File: src/rtl/alu_arbiter.sv
// Round-robin arbiter sharing one external ALU between two requesters.
// Operands are registered to the ALU; the result and flags return on one tagged response channel.
module alu_arbiter #(
  parameter int WIDTH = 32,
  parameter int OPW   = 4,
  parameter int CNT_W = 16
) (
  input  logic             clk,
  input  logic             rst,
  input  logic             req0_valid,
  output logic             req0_ready,
  input  logic [WIDTH-1:0] req0_a,
  input  logic [WIDTH-1:0] req0_b,
  input  logic [OPW-1:0]   req0_op,
  input  logic             req1_valid,
  output logic             req1_ready,
  input  logic [WIDTH-1:0] req1_a,
  input  logic [WIDTH-1:0] req1_b,
  input  logic [OPW-1:0]   req1_op,
  output logic             resp_valid,
  input  logic             resp_ready,
  output logic             resp_id,
  output logic [WIDTH-1:0] resp_out,
  output logic             resp_zf,
  output logic             resp_cf,
  output logic             resp_of,
  output logic             resp_sf,
  output logic             resp_err,
  output logic [WIDTH-1:0] alu_a,
  output logic [WIDTH-1:0] alu_b,
  output logic [OPW-1:0]   alu_op,
  input  logic [WIDTH-1:0] alu_out,
  input  logic             alu_zf,
  input  logic             alu_cf,
  input  logic             alu_of,
  input  logic             alu_sf,
  output logic             busy,
  output logic [CNT_W-1:0] op_count
);

  typedef enum logic [1:0] {IDLE, EXEC, RESP} state_t;

  state_t           r_state;
  logic             r_last_grant;
  logic             r_resp_valid;
  logic             r_resp_id;
  logic [WIDTH-1:0] r_resp_out;
  logic             r_resp_zf, r_resp_cf, r_resp_of, r_resp_sf, r_resp_err;
  logic [WIDTH-1:0] r_alu_a, r_alu_b;
  logic [OPW-1:0]   r_alu_op;
  logic [CNT_W-1:0] r_op_count;

  logic             w_grant;
  logic             w_accept;
  logic [WIDTH-1:0] w_a, w_b;
  logic [OPW-1:0]   w_op;
  logic             w_legal;

  // Contention goes to the port that did not win last time; otherwise the sole valid port.
  always_comb begin
    w_grant  = (req0_valid && req1_valid) ? ~r_last_grant : req1_valid;
    w_accept = (r_state == IDLE) && !rst && (req0_valid || req1_valid);
    w_a      = w_grant ? req1_a  : req0_a;
    w_b      = w_grant ? req1_b  : req0_b;
    w_op     = w_grant ? req1_op : req0_op;
    case (w_op[3:0])
      4'b1001, 4'b1100, 4'b1110, 4'b1111: w_legal = 1'b0;
      default:                            w_legal = 1'b1;
    endcase
  end

  assign req0_ready = w_accept && !w_grant;
  assign req1_ready = w_accept && w_grant;

  always_ff @(posedge clk or posedge rst) begin
    if (rst) begin
      r_state      <= IDLE;
      r_last_grant <= 1'b1;
      r_resp_valid <= 1'b0;
      r_resp_id    <= 1'b0;
      r_resp_out   <= '0;
      r_resp_zf    <= 1'b0;
      r_resp_cf    <= 1'b0;
      r_resp_of    <= 1'b0;
      r_resp_sf    <= 1'b0;
      r_resp_err   <= 1'b0;
      r_alu_a      <= '0;
      r_alu_b      <= '0;
      r_alu_op     <= '0;
      r_op_count   <= '0;
    end else begin
      case (r_state)
        IDLE: begin
          if (w_accept) begin
            r_resp_id    <= w_grant;
            r_last_grant <= w_grant;
            if (w_legal) begin
              r_alu_a  <= w_a;
              r_alu_b  <= w_b;
              r_alu_op <= w_op;
              r_state  <= EXEC;
            end else begin
              // Illegal opcodes bypass the ALU so its inputs keep their last value.
              r_resp_out   <= '0;
              r_resp_zf    <= 1'b0;
              r_resp_cf    <= 1'b0;
              r_resp_of    <= 1'b0;
              r_resp_sf    <= 1'b0;
              r_resp_err   <= 1'b1;
              r_resp_valid <= 1'b1;
              r_state      <= RESP;
            end
          end
        end
        EXEC: begin
          r_resp_out   <= alu_out;
          r_resp_zf    <= alu_zf;
          r_resp_cf    <= alu_cf;
          r_resp_of    <= alu_of;
          r_resp_sf    <= alu_sf;
          r_resp_err   <= 1'b0;
          r_resp_valid <= 1'b1;
          r_state      <= RESP;
        end
        RESP: begin
          if (resp_ready) begin
            r_resp_valid <= 1'b0;
            r_state      <= IDLE;
            if (r_op_count != {CNT_W{1'b1}})
              r_op_count <= r_op_count + CNT_W'(1);
          end
        end
        default: r_state <= IDLE;
      endcase
    end
  end

  assign resp_valid = r_resp_valid;
  assign resp_id    = r_resp_id;
  assign resp_out   = r_resp_out;
  assign resp_zf    = r_resp_zf;
  assign resp_cf    = r_resp_cf;
  assign resp_of    = r_resp_of;
  assign resp_sf    = r_resp_sf;
  assign resp_err   = r_resp_err;
  assign alu_a      = r_alu_a;
  assign alu_b      = r_alu_b;
  assign alu_op     = r_alu_op;
  assign busy       = (r_state != IDLE);
  assign op_count   = r_op_count;

endmodule

File: config.mk
export PLATFORM = sky130hd
export DESIGN_NAME = alu_arbiter
export DESIGN_NICKNAME = d
export VERILOG_FILES = /design/src/rtl/alu_arbiter.sv
export SDC_FILE = /design/constraint.sdc
export NUM_CORES = 1
export LEC_CHECK = 0
export ABC_AREA = 1
export CAP_MARGIN = 30
export CORE_MARGIN = 2
export CORE_UTILIZATION = 36
export DETAILED_ROUTE_END_ITERATION = 7
export PLACE_DENSITY = 0.86
export SKIP_LAST_GASP = 1
export SYNTH_ARGS = -nofsm -noshare
export SYNTH_HDL_FRONTEND = slang
export SYNTH_SLANG_ARGS = --single-unit
File: constraint.sdc
create_clock -name clk -period 4 [get_ports clk]
set_input_delay 0.8 -clock clk [delete_from_list [all_inputs] [get_ports clk]]
set_output_delay 0.8 -clock clk [all_outputs]
set_load 0.02 [all_outputs]
# After elaboration in Yosys (flattened, before gate mapping)
# Cells that the tools add are included.
# totals
output_inout_bits,126
register_bits,126
inputBits,177
word_cells,68
# op_classes
bitwise_logic,2
n_addsub,1
reduce_logical,19
muxes,22
eq_ne,10
# op_table
cell,count
two-way mux 32 bit,4
one-hot mux 32 bit (2 select lines),1
adder 16 x 1 -> 16 bit (second input constant),1
equality test 4 bit (second input constant),4
!= test 16 bit (second input constant),1
one-hot mux 1 bit (2 select lines),5
AND reduction 3 bit,3
two-way mux 1 bit,6
two-way mux 2 bit,3
one-hot mux 2 bit (3 select lines),1
logical AND 1 bit,5
two-way mux 4 bit,1
!= test 2 bit (second input constant),2
AND reduction 2 bit,2
AND reduction 4 bit,1
nonzero test 2 bit,2
OR reduction 4 bit,1
one-hot mux 1 bit (3 select lines),1
nonzero test 3 bit,1
equality test 2 x 1 -> 1 bit (second input constant),1
equality test 2 bit (second input constant),1
zero test 1 bit,2
zero test 2 bit,1
!= test 2 x 1 -> 1 bit (second input constant),1
other kinds (2),3

# Depth between registers and ports, before layout
# Gate-level depths: netlist of the first run.
# logic_depth
depth_word,8
depth_mapped,12
mapped_depth_nobuf,11

# Worst setup path before layout of the first run
# Ideal clock, no wire load.
# synth_timing
path_kind,input -> output
start,input req0_valid
end,output req1_ready
arrival_time_ns,1.676
required_time_ns,3.200
cell_stages,5
n_path_buf,2
slack_ns,1.524
path_cell_list,nand2_2 > nand2_4 > buf_4 > buf_2 > nor2_1
# synth_via
elab_chain_cells,3
elab_cells_between_ends,5
cone_classes,mux (1); reduce/logical (4)
# synth_rtl
element,line,text
"start, declared",10,"input logic req0_valid,"
logical AND 1 bit or logical OR 1 bit (tied branches),"61, 62",
two-way mux 1 bit or logical AND 1 bit (tied branches),"61, 62",
logical AND 1 bit *,73,assign req1_ready = w_accept && w_grant;
"end, declared",16,"output logic req1_ready,"
# Every way passes the cells marked *; elsewhere a longest branch is shown, timed or not.

# Worst setup path after layout of the first run
# layout_timing
start,input req1_valid
end,output req1_ready
# layout_via
elab_chain_cells,3
elab_cells_between_ends,5
cone_classes,mux (1); reduce/logical (4)
# layout_rtl
element,line,text
"start, declared",15,"input logic req1_valid,"
logical AND 1 bit or logical OR 1 bit (tied branches),"61, 62",
two-way mux 1 bit or logical AND 1 bit (tied branches),"61, 62",
logical AND 1 bit *,73,
# Marked as above.

==> results of run 1 <==
## per-stage QoR
step | worst slack [ns] | cell area (sq um) | util, %
final | 0.5344 | 9651 | 60.97
after floorplan | 1.524 | 5798 | -
after CTS | 0.5211 | 9593 | 60.61
after global placement | 0.5355 | 8947 | 56.53
after detailed placement | 0.5344 | 8995 | 56.83
after global routing | 0.3953 | 9648 | 60.96
## flip-flops by register name, indices dropped and copies added, names as in the netlist, 2 cells and up
name / count
alu_a: 32
resp_out: 32
r_state: 2
alu_b: 32
alu_op: 4
op_count: 16
## cell families (layout without fill, tap and decap cells)
kind of cell | Yosys count | count (layout)
AND/OR/NAND/NOR | 290 | 290
flip-flops | 126 | 126
AO/OA/AOI/OAI | 78 | 78
multiplexers | 64 | 64
buffers and inverters | 60 | 367
XOR/XNOR | 10 | 10
adder cells (fa/ha/maj) | 1 | 1
other | 0 | 1
## power by group through the flow
stage	Clock, W	Sequential [W]	Combinational (W)
2_1_floorplan	0	0.00279	0.000923
5_1_grt	0.00166	0.00222	0.00335
3_5_place_dp	0	0.00216	0.00312
6_report	0.00157	0.00216	0.00311
3_3_place_gp	0	0.00214	0.00303
4_1_cts	0.00160	0.00216	0.00314
## worst max path at each step
stage                 end  slack [ns]  cells past startpoint
2_1_floorplan  req1_ready        1.52                      5
3_3_place_gp   req1_ready        0.54                      6
3_5_place_dp   req1_ready        0.53                      6
4_1_cts        req1_ready        0.52                      6
5_1_grt        req1_ready        0.40                      6
6_report       req1_ready        0.53                      6
## cells in the final DEF (no fill, tap or decap), types with 17 or more instances in the layout
| master | netlist | layout |
|---|---|---|
| clkdlybuf4s50_1 | 0 | 302 |
| nor2_1 | 19 | 18 |
| nand3_1 | 50 | 50 |
| o21ai_1 | 55 | 55 |
| mux2i_1 | 64 | 64 |
| clkbuf_16 | 0 | 17 |
| nand2_1 | 205 | 205 |
| o21ai_0 | 22 | 22 |
| dfrtp_1 | 125 | 125 |
| inv_1 | 23 | 22 |
## per-layer routing
| metal | vias to the layer above | share of wire, % |
|---|---|---|
| li1 | 2669 | - |
| met1 | 2513 | 39 |
| met2 | 209 | 51 |
| met3 | 33 | 7.1 |
| met4 | 0 | 2.8 |
| met5 | - | 0 |
## layout make-up
cell class | instances | area [sq um]
clock inverters | 7 | 110.1
repair buffers | 311 | 3176
inverters | 26 | 101.3
well taps | 216 | 270.3
fillers | 1328 | 6177
multi-input cells | 443 | 2349
clock buffers | 23 | 488.0
flip-flops and latches | 126 | 3154
diodes | 1 | 2.502
## worst reg2reg max path, stage by stage, from the launching register on
cell and delay (ns):
dfstp_2 0.55, nand2_2 0.10, nand2_4 0.14, nand2_1 0.08
nand2_1 0.09, nand2_1 0.06, nand2_1 0.11, nand3_2 0.13
nand2_4 0.32, buf_12 0.39, nand2_1 0.12, o21ai_1 0.15
==> flow_metrics.env, run 1 <==
export IMPL_synth_cell_area_sq_um=5794
export IMPL_place_inst=1120
export IMPL_clk_latency_ns=0.41
export IMPL_reg2reg_slack_ns=1.65
export IMPL_power_frac_comb_pct=45.5
export IMPL_critPathKind="primary input to output port"
export IMPL_die_y_um=130.9
export IMPL_syn_area_per_cell_sq_um=9.212
export IMPL_holdPathEnd="alu_op[3]"
export IMPL_grt_met2_usage_pct=34.93
export IMPL_cp_cell_sequence="clkdlybuf4s50_1 -> o21ai_0 -> nor2_2 -> inv_1 -> nor2_1 -> clkdlybuf4s50_1"
export IMPL_synth_edf_count=0
export IMPL_grt_overflow=0
export IMPL_synthMuxAreaShare_pct=11.06
export IMPL_seq_area_frac_synth_pct=54.44
export IMPL_hp_class="register to register"
export IMPL_relSlewSlack_pct=53.52
export IMPL_ir_drop_mv=0.3881
export IMPL_synth_common_cells="nand2_1 (205), dfrtp_1 (125), mux2i_1 (64), o21ai_1 (55), nand3_1 (50)"
export IMPL_cts_setup_buffers=0
export IMPL_cp_slowest_cell="clkdlybuf4s50_1"
export IMPL_p_int_w=0.004313
export IMPL_place_gp_congestion=0.8143
export IMPL_p_sw_share_pct=36.95
export IMPL_drv_cap=0
export IMPL_cp_common_cell="clkdlybuf4s50_1"
export IMPL_slowest_delay_ns=0.63
export IMPL_grt_first_pass_wirelength_mm=27.05
export IMPL_antenna_found_initial=0
export IMPL_min_period_ns=3.466
export IMPL_cp_start_kind="primary input"
export IMPL_firstDrtPassIters=4
export IMPL_hpwl_mm=13.33
export IMPL_htreeDepth=4
export IMPL_synth_area_top_cells="dfrtp_1 (54%), nand2_1 (13%), mux2i_1 (11%)"
export IMPL_synth_most_common_cell="nand2_1"
export IMPL_grt_pass1_vias=5145
export IMPL_rows=46
export IMPL_cts_resized_gates=0
export IMPL_startpoint="req1_valid"
export IMPL_timing_rr_end="alu_b[29]"
export IMPL_synth_warnings=0
export IMPL_ctsHoldBuffers=0
export IMPL_core_area_sq_um=15830
export IMPL_status="completed"
export IMPL_rsz0062_at_grt="no"
export IMPL_start_util_pct=36.61
export IMPL_worstPathRequired_ns=3.20
export IMPL_clock_skew_ns=0.01779
export IMPL_synth_top_family_by_area="simple AND/OR/NAND/NOR gates"
export IMPL_cts_buffers=17
export IMPL_worst_slew_pin_slew_ns=0.6972
export IMPL_cp_arrival_ns=2.67
export IMPL_syn_inst=629
export IMPL_ant_nets=0
export IMPL_viasPerCell=4.704
export IMPL_slew_viol_final=0
export IMPL_port_buffers=302
export IMPL_fin_cells=1153
export IMPL_total_leakage_power_nw=4.484
export IMPL_initialDrtViolationCount=374
export IMPL_die_area_sq_um=17130
export IMPL_fin_setup_tns_ns=0
export IMPL_clockRootBuffer="clkbuf_16"
export IMPL_setup_viol=0
export IMPL_post_route_drc_count=0
export IMPL_syn_num_nets=807
export IMPL_synth_main_ff_cell="dfrtp_1"
export IMPL_p_per_area_nw_per_um2=708.8
export IMPL_die_w_um=130.9
export IMPL_crit_fanout=6
export IMPL_vias=5424
export IMPL_fmax_mhz=288.5
export IMPL_ioPinCount=303
export IMPL_grt_busiest_layer="met2"
export IMPL_fin_hold_ws_ns=0.4827
export IMPL_cts_buffer_depth=2
export IMPL_clock_sinks=126
export IMPL_grt_start_max_net_pins=102
export IMPL_synth_adder_area_share_pct=0.2159
export IMPL_ys_ff_latch=126
export IMPL_area_growth_pct=66.55
export IMPL_finalPower_w=0.006841
export IMPL_synth_simple_area_share_pct=20.92
export IMPL_cpLargestDelayFamily="buffers and inverters"
export IMPL_synth_largest_area_cell="dfrtp_1"
export IMPL_cts_tree="done"
export IMPL_routed_wl_mm=17.98
export IMPL_ff2ff_path_depth=11
export IMPL_hold_violations=0
export IMPL_whs_path_depth=2
export IMPL_grt_util_all_layers_pct=20.77
export IMPL_wire_per_inst_um=15.60
export IMPL_fin_crit_sh_pct=86.64
export IMPL_seqPwrFrac_pct=31.5
export IMPL_met1_usage_pct=24.73
export IMPL_final_nets=1103
export IMPL_synth_top_cell_area_share_pct=53.98
export IMPL_clkPwrFrac_pct=23.0
export IMPL_min_from="alu_op[3]"
export IMPL_synth_compound_area_share_pct=6.780
export IMPL_synth_cell_types=28
export IMPL_net_switching_power_w=0.002527
export IMPL_worstSetupEndpointType="output port"
export IMPL_r2r_start="r_last_grant"
export IMPL_drive_gt1_share_pct=5.342
export IMPL_clk_pin_slew_ns=0.05
export IMPL_met3_usage_pct=5.782
export IMPL_synth_xor_area_share_pct=1.512
export IMPL_crit_buf_inv=3
export IMPL_async_reset_ff_share_pct=100.0
Power figures use the tool's default switching activity.
==> run 2: changes to the inputs <==
CORE_UTILIZATION = 40   (was 36)
CTS_CLUSTER_DIAMETER = 150   (was not set)
GPL_TIMING_DRIVEN = 0   (was not set)
PLACE_DENSITY = 0.9   (was 0.86)
clock period = 3.8 ns   (was 4 ns; I/O delays follow)
==> run 2 against run 1 <==
Effect of this change:
- highest routed layer unchanged
- register-to-register slack gained 0.07 ns
- global-route usage rose by 4.2 points
- clock skew decreased by 0.011 ns
- die area decreased by 9.7%
- total power up 6.0%
- non-clock buffer count rose by 28
- critical path depth is the same
- cell count is 0.61% lower
- routed wire length is 5.6% higher
- final area up 0.58%
- hold slack better by 0.0052 ns
==> flow_metrics.env, run 2 (same netlist as run 1, synthesis figures left out) <==
export IMPL_die_area_sq_um=15460
export IMPL_hpwl_mm=14.59
export IMPL_htreeDepth=4
export IMPL_post_route_drc_count=0
export IMPL_start_util_pct=41.42
export IMPL_fin_cells=1146
export IMPL_grt_start_max_net_pins=42
export IMPL_initialDrtViolationCount=333
export IMPL_whs_path_depth=2
export IMPL_grt_pass1_vias=5838
export IMPL_die_y_um=124.4
export IMPL_clk_latency_ns=0.41
export IMPL_power_frac_comb_pct=46.2
export IMPL_antenna_found_initial=0
export IMPL_ir_drop_mv=0.3891
export IMPL_crit_fanout=10
export IMPL_area_growth_pct=67.52
export IMPL_final_area_sq_um=9707
export IMPL_postPlaceCellArea_sq_um=9106
export IMPL_clk_pin_slew_ns=0.05
export IMPL_worst_slew_pin_slew_ns=0.4919
export IMPL_mostFrequentLayoutCell="clkdlybuf4s50_1"
export IMPL_worstPathRequired_ns=3.04
export IMPL_cts_buffer_depth=2
export IMPL_ff2ff_path_depth=9
export IMPL_drv_cap=0
export IMPL_total_leakage_power_nw=4.522
export IMPL_rsz0062_at_grt="no"
export IMPL_fmax_mhz=282.7
export IMPL_status="completed"
export IMPL_slew_viol_final=0
export IMPL_layout_setup_ws_ns=0.2623
export IMPL_p_int_w=0.004532
export IMPL_hold_violations=0
export IMPL_cts_setup_buffers=0
export IMPL_place_gp_congestion=0.8540
export IMPL_core_area_sq_um=13990
export IMPL_place_inst=1114
export IMPL_seqPwrFrac_pct=31.3
export IMPL_drive_gt1_share_pct=7.039
export IMPL_diodes=0
export IMPL_cts_buffers=17
export IMPL_ioPinCount=303
export IMPL_cts_resized_gates=0
export IMPL_cp_start_kind="primary input"
export IMPL_final_nets=1131
export IMPL_cp_arrival_ns=2.78
export IMPL_critPathKind="primary input to output port"
export IMPL_utilization_pct=69.39
export IMPL_vias=5685
export IMPL_ant_nets=0
export IMPL_clock_sinks=126
export IMPL_grt_first_pass_wirelength_mm=30.67
export IMPL_net_switching_power_w=0.002717
export IMPL_clkPwrFrac_pct=22.5
export IMPL_fin_setup_tns_ns=0
export IMPL_setup_viol=0
export IMPL_p_per_area_nw_per_um2=746.7
export IMPL_clock_skew_ns=0.006630
export IMPL_grt_util_all_layers_pct=24.92
export IMPL_die_w_um=124.4
export IMPL_port_buffers=302
export IMPL_grt_overflow=0
export IMPL_firstDrtPassIters=7
export IMPL_routed_wl_mm=19.00
export IMPL_cts_tree="done"
export IMPL_viasPerCell=4.961
export IMPL_wire_per_inst_um=16.58
export IMPL_pre_cts_slack_ns=0.2919
export IMPL_relSlewSlack_pct=67.21
export IMPL_fin_crit_sh_pct=93.10
export IMPL_hp_class="register to register"
export IMPL_p_sw_share_pct=37.48
export IMPL_reg2reg_slack_ns=1.72
export IMPL_clockRootBuffer="clkbuf_16"
export IMPL_min_period_ns=3.538
export IMPL_layout_common_cells="clkdlybuf4s50_1 (302), nand2_1 (205), dfrtp_1 (125)"
export IMPL_ctsHoldBuffers=0
export IMPL_rows=43
export IMPL_worstSetupEndpointType="output port"
==> run 2: cell types whose count changed in the layout (fill, tap and decap cells not counted), sizes merged <==
cell      change
diode         -1
clkbuf        +9
buf          +17
clkinvlp      +4
==> run 2: metal layers <==
metal  vias up  GRT usage, %  share of wire [%]
met5         -             0                  0
met4         0         11.04                2.6
met3        40         6.916                6.1
met2       243         43.07                 52
met1      2677         28.86                 40
li1       2725             -                  -
==> run 2: final cells by class <==
class                   count  area [sq um]
plain buffers              34         196.4
clock buffers              21         460.4
clock inverters            11         140.1
fillers                  1054          4282
inverters                  26         101.3
multi-input cells         443          2346
flip-flops and latches    126          3154
well taps                 180         225.2
repair buffers            305          3083
==> run 2: stage by stage <==
| step | power, W | hold slack, ns |
|---|---|---|
| finish | 0.007248 | 0.4879 |
| global route | 0.007639 | 0.5068 |
| CTS | 0.007300 | 0.4883 |
| detailed placement | 0.005632 | 0.4736 |
| global placement | 0.005523 | 0.4582 |
| floorplan | 0.003904 | 0.4547 |
==> run 2: worst max-delay path, cell delays in order <==
cell and delay (ns):
clkdlybuf4s50_1 0.60, nand2_4 0.12, buf_4 0.21, buf_2 0.24, nor2_1 0.20, clkdlybuf4s50_1 0.63
==> run 2: worst paths after layout <==
kind / startpoint / to
max in group asynchronous: rst / op_count[9]
setup reg to reg: op_count[0] / op_count[14]
hold reg to reg: alu_a[19] / alu_a[19]
setup / recovery: req1_valid / req1_ready
min in group asynchronous: rst / resp_out[25]
hold / removal: alu_a[19] / alu_a[19]
==> run 2: power groups by stage <==
stage | combinational, W | sequential, W | clock, W
final | 0.00335 | 0.00227 | 0.00163
after global routing | 0.00358 | 0.00233 | 0.00172
after CTS | 0.00338 | 0.00227 | 0.00166
after detailed placement | 0.00335 | 0.00228 | 0
after global placement | 0.00328 | 0.00224 | 0
after floorplan | 0.000972 | 0.00293 | 0
